[src/rtl/bus_sequencer.sv]
// PlayBus sequencer: expands a latched function code into break-before-make
// source enables and sink strobes, including an 8-word ROM-to-RAM block copy.
module bus_sequencer #(
    parameter int XFER_MAX = 8
) (
    input  logic       clk,
    input  logic       reset,
    input  logic       go,
    input  logic [2:0] func,
    input  logic [2:0] address,
    input  logic       contend,
    output logic       n_SWBEN,
    output logic       n_ROMO,
    output logic       n_RAMO,
    output logic       n_RAMW,
    output logic       LEDLTCH,
    output logic [2:0] addr_out,
    output logic       addr_sel,
    output logic       busy,
    output logic       done,
    output logic       err
);

    typedef enum logic [2:0] {
        S_IDLE    = 3'd0,
        S_TURN    = 3'd1,
        S_DRIVE   = 3'd2,
        S_CAPTURE = 3'd3,
        S_DONE    = 3'd4
    } state_t;

    localparam logic [2:0] LAST_WORD = 3'(XFER_MAX - 1);

    state_t     state_q, state_d;
    logic [2:0] func_q, func_d;
    logic [2:0] addr_q, addr_d;
    logic       err_q, err_d;
    logic       n_swben_q, n_swben_d;
    logic       n_romo_q, n_romo_d;
    logic       n_ramo_q, n_ramo_d;
    logic       n_ramw_q, n_ramw_d;
    logic       ledltch_q, ledltch_d;
    logic       busy_q, busy_d;
    logic       done_q, done_d;
    logic       addr_sel_q, addr_sel_d;
    logic       src_on_s;

    // Next state, then outputs decoded from the next state so they are registered with it.
    always_comb begin
        state_d = state_q;
        func_d  = func_q;
        addr_d  = addr_q;
        err_d   = err_q;
        unique case (state_q)
            S_IDLE: begin
                if (go) begin
                    func_d  = func;
                    addr_d  = (func == 3'd6) ? 3'd0 : address;
                    err_d   = (func == 3'd7);
                    state_d = ((func == 3'd0) || (func == 3'd7)) ? S_DONE : S_TURN;
                end else begin
                    state_d = S_IDLE;
                end
            end
            S_TURN: state_d = S_DRIVE;
            S_DRIVE: begin
                if (contend) begin
                    err_d   = 1'b1;
                    state_d = S_DONE;
                end else begin
                    state_d = S_CAPTURE;
                end
            end
            S_CAPTURE: begin
                if (contend) begin
                    err_d   = 1'b1;
                    state_d = S_DONE;
                end else if (func_q == 3'd6) begin
                    addr_d  = addr_q + 3'd1;
                    state_d = (addr_q == LAST_WORD) ? S_DONE : S_TURN;
                end else begin
                    state_d = S_DONE;
                end
            end
            S_DONE:  state_d = S_IDLE;
            default: state_d = S_IDLE;
        endcase

        src_on_s   = (state_d == S_DRIVE) || (state_d == S_CAPTURE);
        n_swben_d  = 1'b1;
        n_romo_d   = 1'b1;
        n_ramo_d   = 1'b1;
        n_ramw_d   = 1'b1;
        ledltch_d  = 1'b0;
        addr_sel_d = 1'b0;
        unique case (func_d)
            3'd1, 3'd4: n_swben_d = ~src_on_s;
            3'd2, 3'd5, 3'd6: n_romo_d = ~src_on_s;
            3'd3: n_ramo_d = ~src_on_s;
            default: n_swben_d = 1'b1;
        endcase
        if (state_d == S_CAPTURE) begin
            ledltch_d = (func_d == 3'd1) || (func_d == 3'd2) || (func_d == 3'd3);
            n_ramw_d  = ~((func_d == 3'd4) || (func_d == 3'd5) || (func_d == 3'd6));
        end else begin
            ledltch_d = 1'b0;
            n_ramw_d  = 1'b1;
        end
        if ((state_d == S_TURN) || src_on_s) begin
            addr_sel_d = (func_d >= 3'd2) && (func_d <= 3'd6);
        end else begin
            addr_sel_d = 1'b0;
        end
        busy_d = (state_d != S_IDLE);
        done_d = (state_d == S_DONE);
    end

    // FSM state and all registered outputs; reset forces every enable inactive at once.
    always_ff @(posedge clk or posedge reset) begin
        if (reset) begin
            state_q    <= S_IDLE;
            func_q     <= 3'd0;
            addr_q     <= 3'd0;
            err_q      <= 1'b0;
            n_swben_q  <= 1'b1;
            n_romo_q   <= 1'b1;
            n_ramo_q   <= 1'b1;
            n_ramw_q   <= 1'b1;
            ledltch_q  <= 1'b0;
            busy_q     <= 1'b0;
            done_q     <= 1'b0;
            addr_sel_q <= 1'b0;
        end else begin
            state_q    <= state_d;
            func_q     <= func_d;
            addr_q     <= addr_d;
            err_q      <= err_d;
            n_swben_q  <= n_swben_d;
            n_romo_q   <= n_romo_d;
            n_ramo_q   <= n_ramo_d;
            n_ramw_q   <= n_ramw_d;
            ledltch_q  <= ledltch_d;
            busy_q     <= busy_d;
            done_q     <= done_d;
            addr_sel_q <= addr_sel_d;
        end
    end

    assign n_SWBEN  = n_swben_q;
    assign n_ROMO   = n_romo_q;
    assign n_RAMO   = n_ramo_q;
    assign n_RAMW   = n_ramw_q;
    assign LEDLTCH  = ledltch_q;
    assign addr_out = addr_q;
    assign addr_sel = addr_sel_q;
    assign busy     = busy_q;
    assign done     = done_q;
    assign err      = err_q;

endmodule

[config.mk]
export PLATFORM = sky130hd
export DESIGN_NAME = bus_sequencer
export DESIGN_NICKNAME = d
export VERILOG_FILES = /design/src/rtl/bus_sequencer.sv
export SDC_FILE = /design/constraint.sdc
export NUM_CORES = 1
export LEC_CHECK = 0
export CELL_PAD_IN_SITES_DETAIL_PLACEMENT = 0
export CELL_PAD_IN_SITES_GLOBAL_PLACEMENT = 1
export CORE_MARGIN = 1
export CORE_UTILIZATION = 39
export DETAILED_ROUTE_END_ITERATION = 7
export PLACE_DENSITY_LB_ADDON = 0.1
export SLEW_MARGIN = 20
export SYNTH_ARGS = -nofsm -noshare
export SYNTH_HDL_FRONTEND = slang
export SYNTH_SLANG_ARGS = --single-unit
[constraint.sdc]
create_clock -name clk -period 2.7 [get_ports clk]
set_input_delay 0.675 -clock clk [delete_from_list [all_inputs] [get_ports clk]]
set_output_delay 0.675 -clock clk [all_outputs]
set_load 0.05 [all_outputs]
==> results of run 1 <==
==> per-layer routing <==
metal,track usage [%],part of all wire [%]
met1,23.82,48
met4,5.714,0
met2,24.77,47
met5,0,0
met3,4.012,5.7
==> cell type report <==
| class | instances | area, um2 | area share, % |
|---|---|---|---|
| inverters | 7 | 26.28 | 2.215 |
| clock buffers | 4 | 36.28 | 3.059 |
| multi-input cells | 53 | 394.1 | 33.23 |
| repair buffers | 25 | 240.2 | 20.25 |
| flip-flops and latches | 18 | 455.4 | 38.40 |
| well taps | 27 | 33.78 | 2.848 |
==> flip-flops by register name, summed over array words and instances (netlist names) <==
signal and flops:
LEDLTCH 1, busy 1, addr_sel 1, n_RAMW 1, done 1, addr_out 3
n_ROMO 1, err 1, n_RAMO 1, n_SWBEN 1, state_q 3, func_q 3
==> power by group through the flow <==
stage                     Combinational, W  Sequential (W)  Clock (W)
after floorplan                   0.000347        0.000703          0
after global placement            0.000808        0.000497          0
after detailed placement          0.000814        0.000500          0
after CTS                         0.000817        0.000495   0.000168
after global routing              0.000873        0.000507   0.000180
final                             0.000809        0.000495   0.000163
==> kinds of logic (layout without fill, tap and decap cells) <==
logic type,after synthesis,count (layout),share of synthesized area (%)
buffers and inverters,9,36,4.767
adder cells (fa/ha/maj),2,2,2.805
AND/OR/NAND/NOR,29,29,21.74
multiplexers,3,3,3.366
XOR/XNOR,1,1,0.9819
flip-flops,18,18,51.05
AO/OA/AOI/OAI,18,18,15.29
==> path summary, 6_finish.rpt <==
| path | start | to | slack (ns) | depth (start not counted) |
|---|---|---|---|---|
| max | n_ROMO$_DFF_PP1_ | n_ROMO | 0.40 | 1 |
| min | addr_out[1]$_DFFE_PP0P_ | addr_out[1]$_DFFE_PP0P_ | 0.54 | 2 |
| max reg2reg | addr_out[0]$_DFFE_PP0P_ | n_RAMW$_DFF_PP1_ | 0.63 | 6 |
| min reg2reg | addr_out[1]$_DFFE_PP0P_ | addr_out[1]$_DFFE_PP0P_ | 0.54 | 2 |
| max in group asynchronous | reset | LEDLTCH$_DFF_PP0_ | 1.48 | 2 |
| min in group asynchronous | reset | err$_DFFE_PP0P_ | 0.77 | 2 |
==> per-stage QoR <==
step | total power [W] | cell area, um2 | std cells
2_1_floorplan | 0.001050 | 892.1 | 80
3_3_place_gp | 0.001305 | 1150 | 130
3_5_place_dp | 0.001314 | 1150 | 130
4_1_cts | 0.001481 | 1186 | 134
5_1_grt | 0.001560 | 1186 | 134
6_report | 0.001467 | 1186 | 134
==> synth_stat cells, drive strengths merged (2+ instances only) <==
| cell type | instances | area [um2] |
|---|---|---|
| mux2i | 3 | 30.03 |
| buf | 2 | 16.26 |
| or2b | 2 | 15.01 |
| dfrtp | 14 | 350.3 |
| nor2 | 4 | 15.01 |
| o211ai | 2 | 15.01 |
| nand2 | 3 | 11.26 |
| nand3b | 3 | 22.52 |
| dfstp | 4 | 105.1 |
| inv | 7 | 26.27 |
| nand3 | 5 | 25.02 |
| o31a | 2 | 17.52 |
| o22ai | 2 | 12.51 |
| a21oi | 5 | 36.29 |
| a32oi | 2 | 17.52 |
| o21ai | 2 | 10.01 |
| ha | 2 | 25.02 |
==> flow_summary.toml, run 1 <==
[outcome]
status = "completed"

[layout]
final.fill_count = 195
antennaDiodeCount = 0
drive_gt1_share_pct = 14.02
final_cell_mix = "clkdlybuf4s50_1, dfrtp_1, inv_1, nand3_1"
utilization_pct = 57.52
fin_nets = 120
areaGrowthSynthToFinish_pct = 32.96
layout_commonest_cell = "clkdlybuf4s50_1"

[floorplan]
top_level_ports = 22
core_area_um2 = 2062
start_util_pct = 43.26
die_y_um = 49.83
die_area_um2 = 2483
die_w_um = 49.83
rows = 16

[synthesis]
syn-instance-count = 80
async_flop_share_pct = 100.0
synth.distinct_cells = 36
synth_nets = 92
syn_area_um2 = 892.1
yosysWarnings = 0
synth_edf_count = 0
ys.flop_type = "dfrtp_1"
synth.avg_cell_area_um2 = 11.15
ys_seq_area_share_pct = 51.05
ys_ff_latch = 18

[grt]
grt_pass1_wl_um = 3091
grt_max_degree = 19
grtUsageTotal_pct = 16.75
first_global_vias = 678
grt_overflow_total = 0
antenna_found_initial = 0

[power_and_ir_drop]
pwr-share-clk_pct = 11.1
p_per_area_nw_per_um2 = 1237
p_comb_share_pct = 55.2
p_leak_nw = 0.5035
p_switching_w = 0.0006771
p_seq_share_pct = 33.7
vdd_drop_max_mv = 0.6324
intPower_w = 0.0007897
p_sw_share_pct = 46.16

[detailed_routing]
via_per_inst = 5.455
drt_pass1_iterations = 4
antenna_left = 0
wl_per_cell_um = 13.93
drc = 0
dr.first_iter.drc_count = 14
postRouteWirelength_um = 1867
vias = 731

[flow_run]
max-cap-violations = 0

[clocking]
cts_resized = 0
clock_sinks = 18
clock_path_buffers = 2
numCtsBuffers = 3
cts-root-buf = "clkbuf_4"
cts-htree-levels = 1
cts.clk_slew.worst_paths_ns = 0.11
clk_latency_ns = 0.29
cts_tree = "built"
postCtsHoldBufs = 0
post-cts-setup-buffers = 0

[timing]
post-route-period-util_pct = 85.03
timing.final.max_slew_violations = 0
skew_ns = 0.01045
min_period_ns = 2.296
finalSetupTns_ns = 0
rsz0062_at_grt = "false"
maxSlewHeadroom_pct = 54.25
tightest_slew_ns = 0.6855
setup_viol = 0
final_hold_viol_count = 0
worst_slack_ns = 0.4043
holdWs_ns = 0.5447
max_freq_mhz = 435.6

[worst_setup_path]
crit_buf_inv = 1
startpoint_type = "register"
cp-end-kind = "primary output"
crit_slowest_cell = "clkdlybuf4s50_1"
path_max_fanout = 1
slowest_delay_ns = 0.80
required_ns = 2.03
arrival_ns = 1.62
critPathTopFamily = "buffers and inverters"
crit_chain = "clkdlybuf4s50_1"
crit_type = "reg -> out"

[placed_design]
gp_congestion = 0.7897
dp_hpwl_um = 1436
port_buffers = 21
post-place-ws_ns = 0.1924

[hold_path]
hp-class = "reg -> reg"
No activity file was read; power rests on OpenSTA's default activity.
==> inputs of run 2 (changes only) <==
--- a/config.mk
+++ b/config.mk
@@ -8,7 +8,7 @@
 export CELL_PAD_IN_SITES_DETAIL_PLACEMENT = 0
 export CELL_PAD_IN_SITES_GLOBAL_PLACEMENT = 1
 export CORE_MARGIN = 1
-export CORE_UTILIZATION = 39
+export CORE_UTILIZATION = 30
 export DETAILED_ROUTE_END_ITERATION = 7
 export PLACE_DENSITY_LB_ADDON = 0.1
 export SLEW_MARGIN = 20
==> run 2 against run 1 <==
Against the previous run: combinational power barely moved; final cell count grew 3.0%; wire length grew 0.32%; critical path type unchanged; largest cell class unchanged.
==> flow_summary.toml, run 2 (synthesis results as in run 1) <==
[outcome]
status = "completed"

[worst_setup_path]
cp-end-kind = "primary output"
r2r_slack_ns = 0.67
crit_type = "reg -> out"
timing.rr.end = "n_RAMW$_DFF_PP1_"
rr_worst_depth = 6
arrival_ns = 1.62
path_max_fanout = 1
slowest_delay_ns = 0.79
critPathTopFamily = "buffers and inverters"
required_ns = 2.03
startpoint_type = "register"
r2r_start = "addr_out[0]$_DFFE_PP0P_"
crit_slowest_cell = "clkdlybuf4s50_1"
crit_chain = "clkdlybuf4s50_1"
crit_buf_inv = 1

[grt]
grtUsageTotal_pct = 13.19
grt_overflow_total = 0
antenna_found_initial = 0
first_global_vias = 709
grt_pass1_wl_um = 3270
grt_max_degree = 19

[detailed_routing]
dr.first_iter.drc_count = 13
wl_per_cell_um = 13.57
vias = 715
drt_pass1_iterations = 4
drc = 0
postRouteWirelength_um = 1873
antenna_left = 0
via_per_inst = 5.181

[timing]
finalSetupTns_ns = 0
skew_ns = 0.004690
maxSlewHeadroom_pct = 53.79
tightest_slew_ns = 0.6924
post-route-period-util_pct = 85.04
final_hold_viol_count = 0
min_period_ns = 2.296
setup_viol = 0
max_freq_mhz = 435.5
timing.final.max_slew_violations = 0
holdWs_ns = 0.5390
rsz0062_at_grt = "false"

[placed_design]
dp_hpwl_um = 1387
port_buffers = 21
gp_congestion = 0.6975

[floorplan]
top_level_ports = 22
die_y_um = 56.53
core_area_um2 = 2781
die_area_um2 = 3196
start_util_pct = 32.07
die_w_um = 56.53
rows = 19

[clocking]
cts-htree-levels = 1
clock_path_buffers = 2
clock_sinks = 18
cts_tree = "built"
cts-root-buf = "clkbuf_4"
post-cts-setup-buffers = 0
postCtsHoldBufs = 0
clk_latency_ns = 0.30
cts.clk_slew.worst_paths_ns = 0.11
numCtsBuffers = 3
cts_resized = 0

[flow_run]
max-cap-violations = 0

[power_and_ir_drop]
vdd_drop_max_mv = 0.6242
p_leak_nw = 0.5038
p_per_area_nw_per_um2 = 1240

[layout]
final_cell_mix = "clkdlybuf4s50_1, dfrtp_1, inv_1, nand3_1"
fin_nets = 120
drive_gt1_share_pct = 14.02
antennaDiodeCount = 0
layout_commonest_cell = "clkdlybuf4s50_1"
final.fill_count = 281
areaGrowthSynthToFinish_pct = 33.52

[hold_path]
worstHoldEndpoint = "addr_out[1]$_DFFE_PP0P_"
hp-start = "addr_out[1]$_DFFE_PP0P_"
hp-class = "reg -> reg"
hold_depth = 2
## run 2: area by class of cell
| cell class | instances | area (um2) | area share, % |
|---|---|---|---|
| Sequential cell | 18 | 455.4 | 38.24 |
| Multi-Input combinational cell | 53 | 394.1 | 33.09 |
| Timing Repair Buffer | 25 | 240.2 | 20.17 |
| Tap cell | 31 | 38.79 | 3.256 |
| Clock buffer | 4 | 36.28 | 3.046 |
| Inverter | 7 | 26.28 | 2.206 |
## run 2: how the worst max path moves through the flow
stage / from / to / slack, ns / cells after the start
floorplan: addr_out[0]$_DFFE_PP0P_ / n_RAMW$_DFF_PP1_ / 0.56 / 6
finish: n_ROMO$_DFF_PP1_ / n_ROMO / 0.40 / 1
detailed placement: go / addr_out[0]$_DFFE_PP0P_ / 0.25 / 5
global route: n_RAMW$_DFF_PP1_ / n_RAMW / 0.36 / 1
CTS: n_ROMO$_DFF_PP1_ / n_ROMO / 0.40 / 1
global placement: func[1] / n_RAMW$_DFF_PP1_ / 0.27 / 5
## run 2: power breakdown
group	switching (W)	total [W]	internal [W]	leakage [nW]
clock network	0.0000892	0.000171	0.0000822	0.0210
logic	0.000489	0.000811	0.000322	0.265
registers	0.000106	0.000494	0.000388	0.217
## run 2: routing by layer
metal	vias to the layer above	track usage [%]	routed length (um)	share of wire [%]
met2	21	19.66	805	43
li1	348	-	-	-
met4	0	5.226	34	1.8
met3	5	2.304	85	4.5
met5	-	0	0	0
met1	341	18.91	947	51
## run 2: per-stage QoR
| step | instance area, um2 | power [W] | setup slack (ns) | cells | utilization, % |
|---|---|---|---|---|---|
| CTS | 1191 | 0.001485 | 0.4037 | 138 | 42.83 |
| finish | 1191 | 0.001476 | 0.4040 | 138 | 42.83 |
| detailed placement | 1155 | 0.001313 | 0.2547 | 134 | 41.52 |
| global placement | 1155 | 0.001315 | 0.2666 | 134 | 41.52 |
| global route | 1191 | 0.001582 | 0.3646 | 138 | 42.83 |
| floorplan | 892.1 | 0.001050 | 0.5574 | 80 | - |
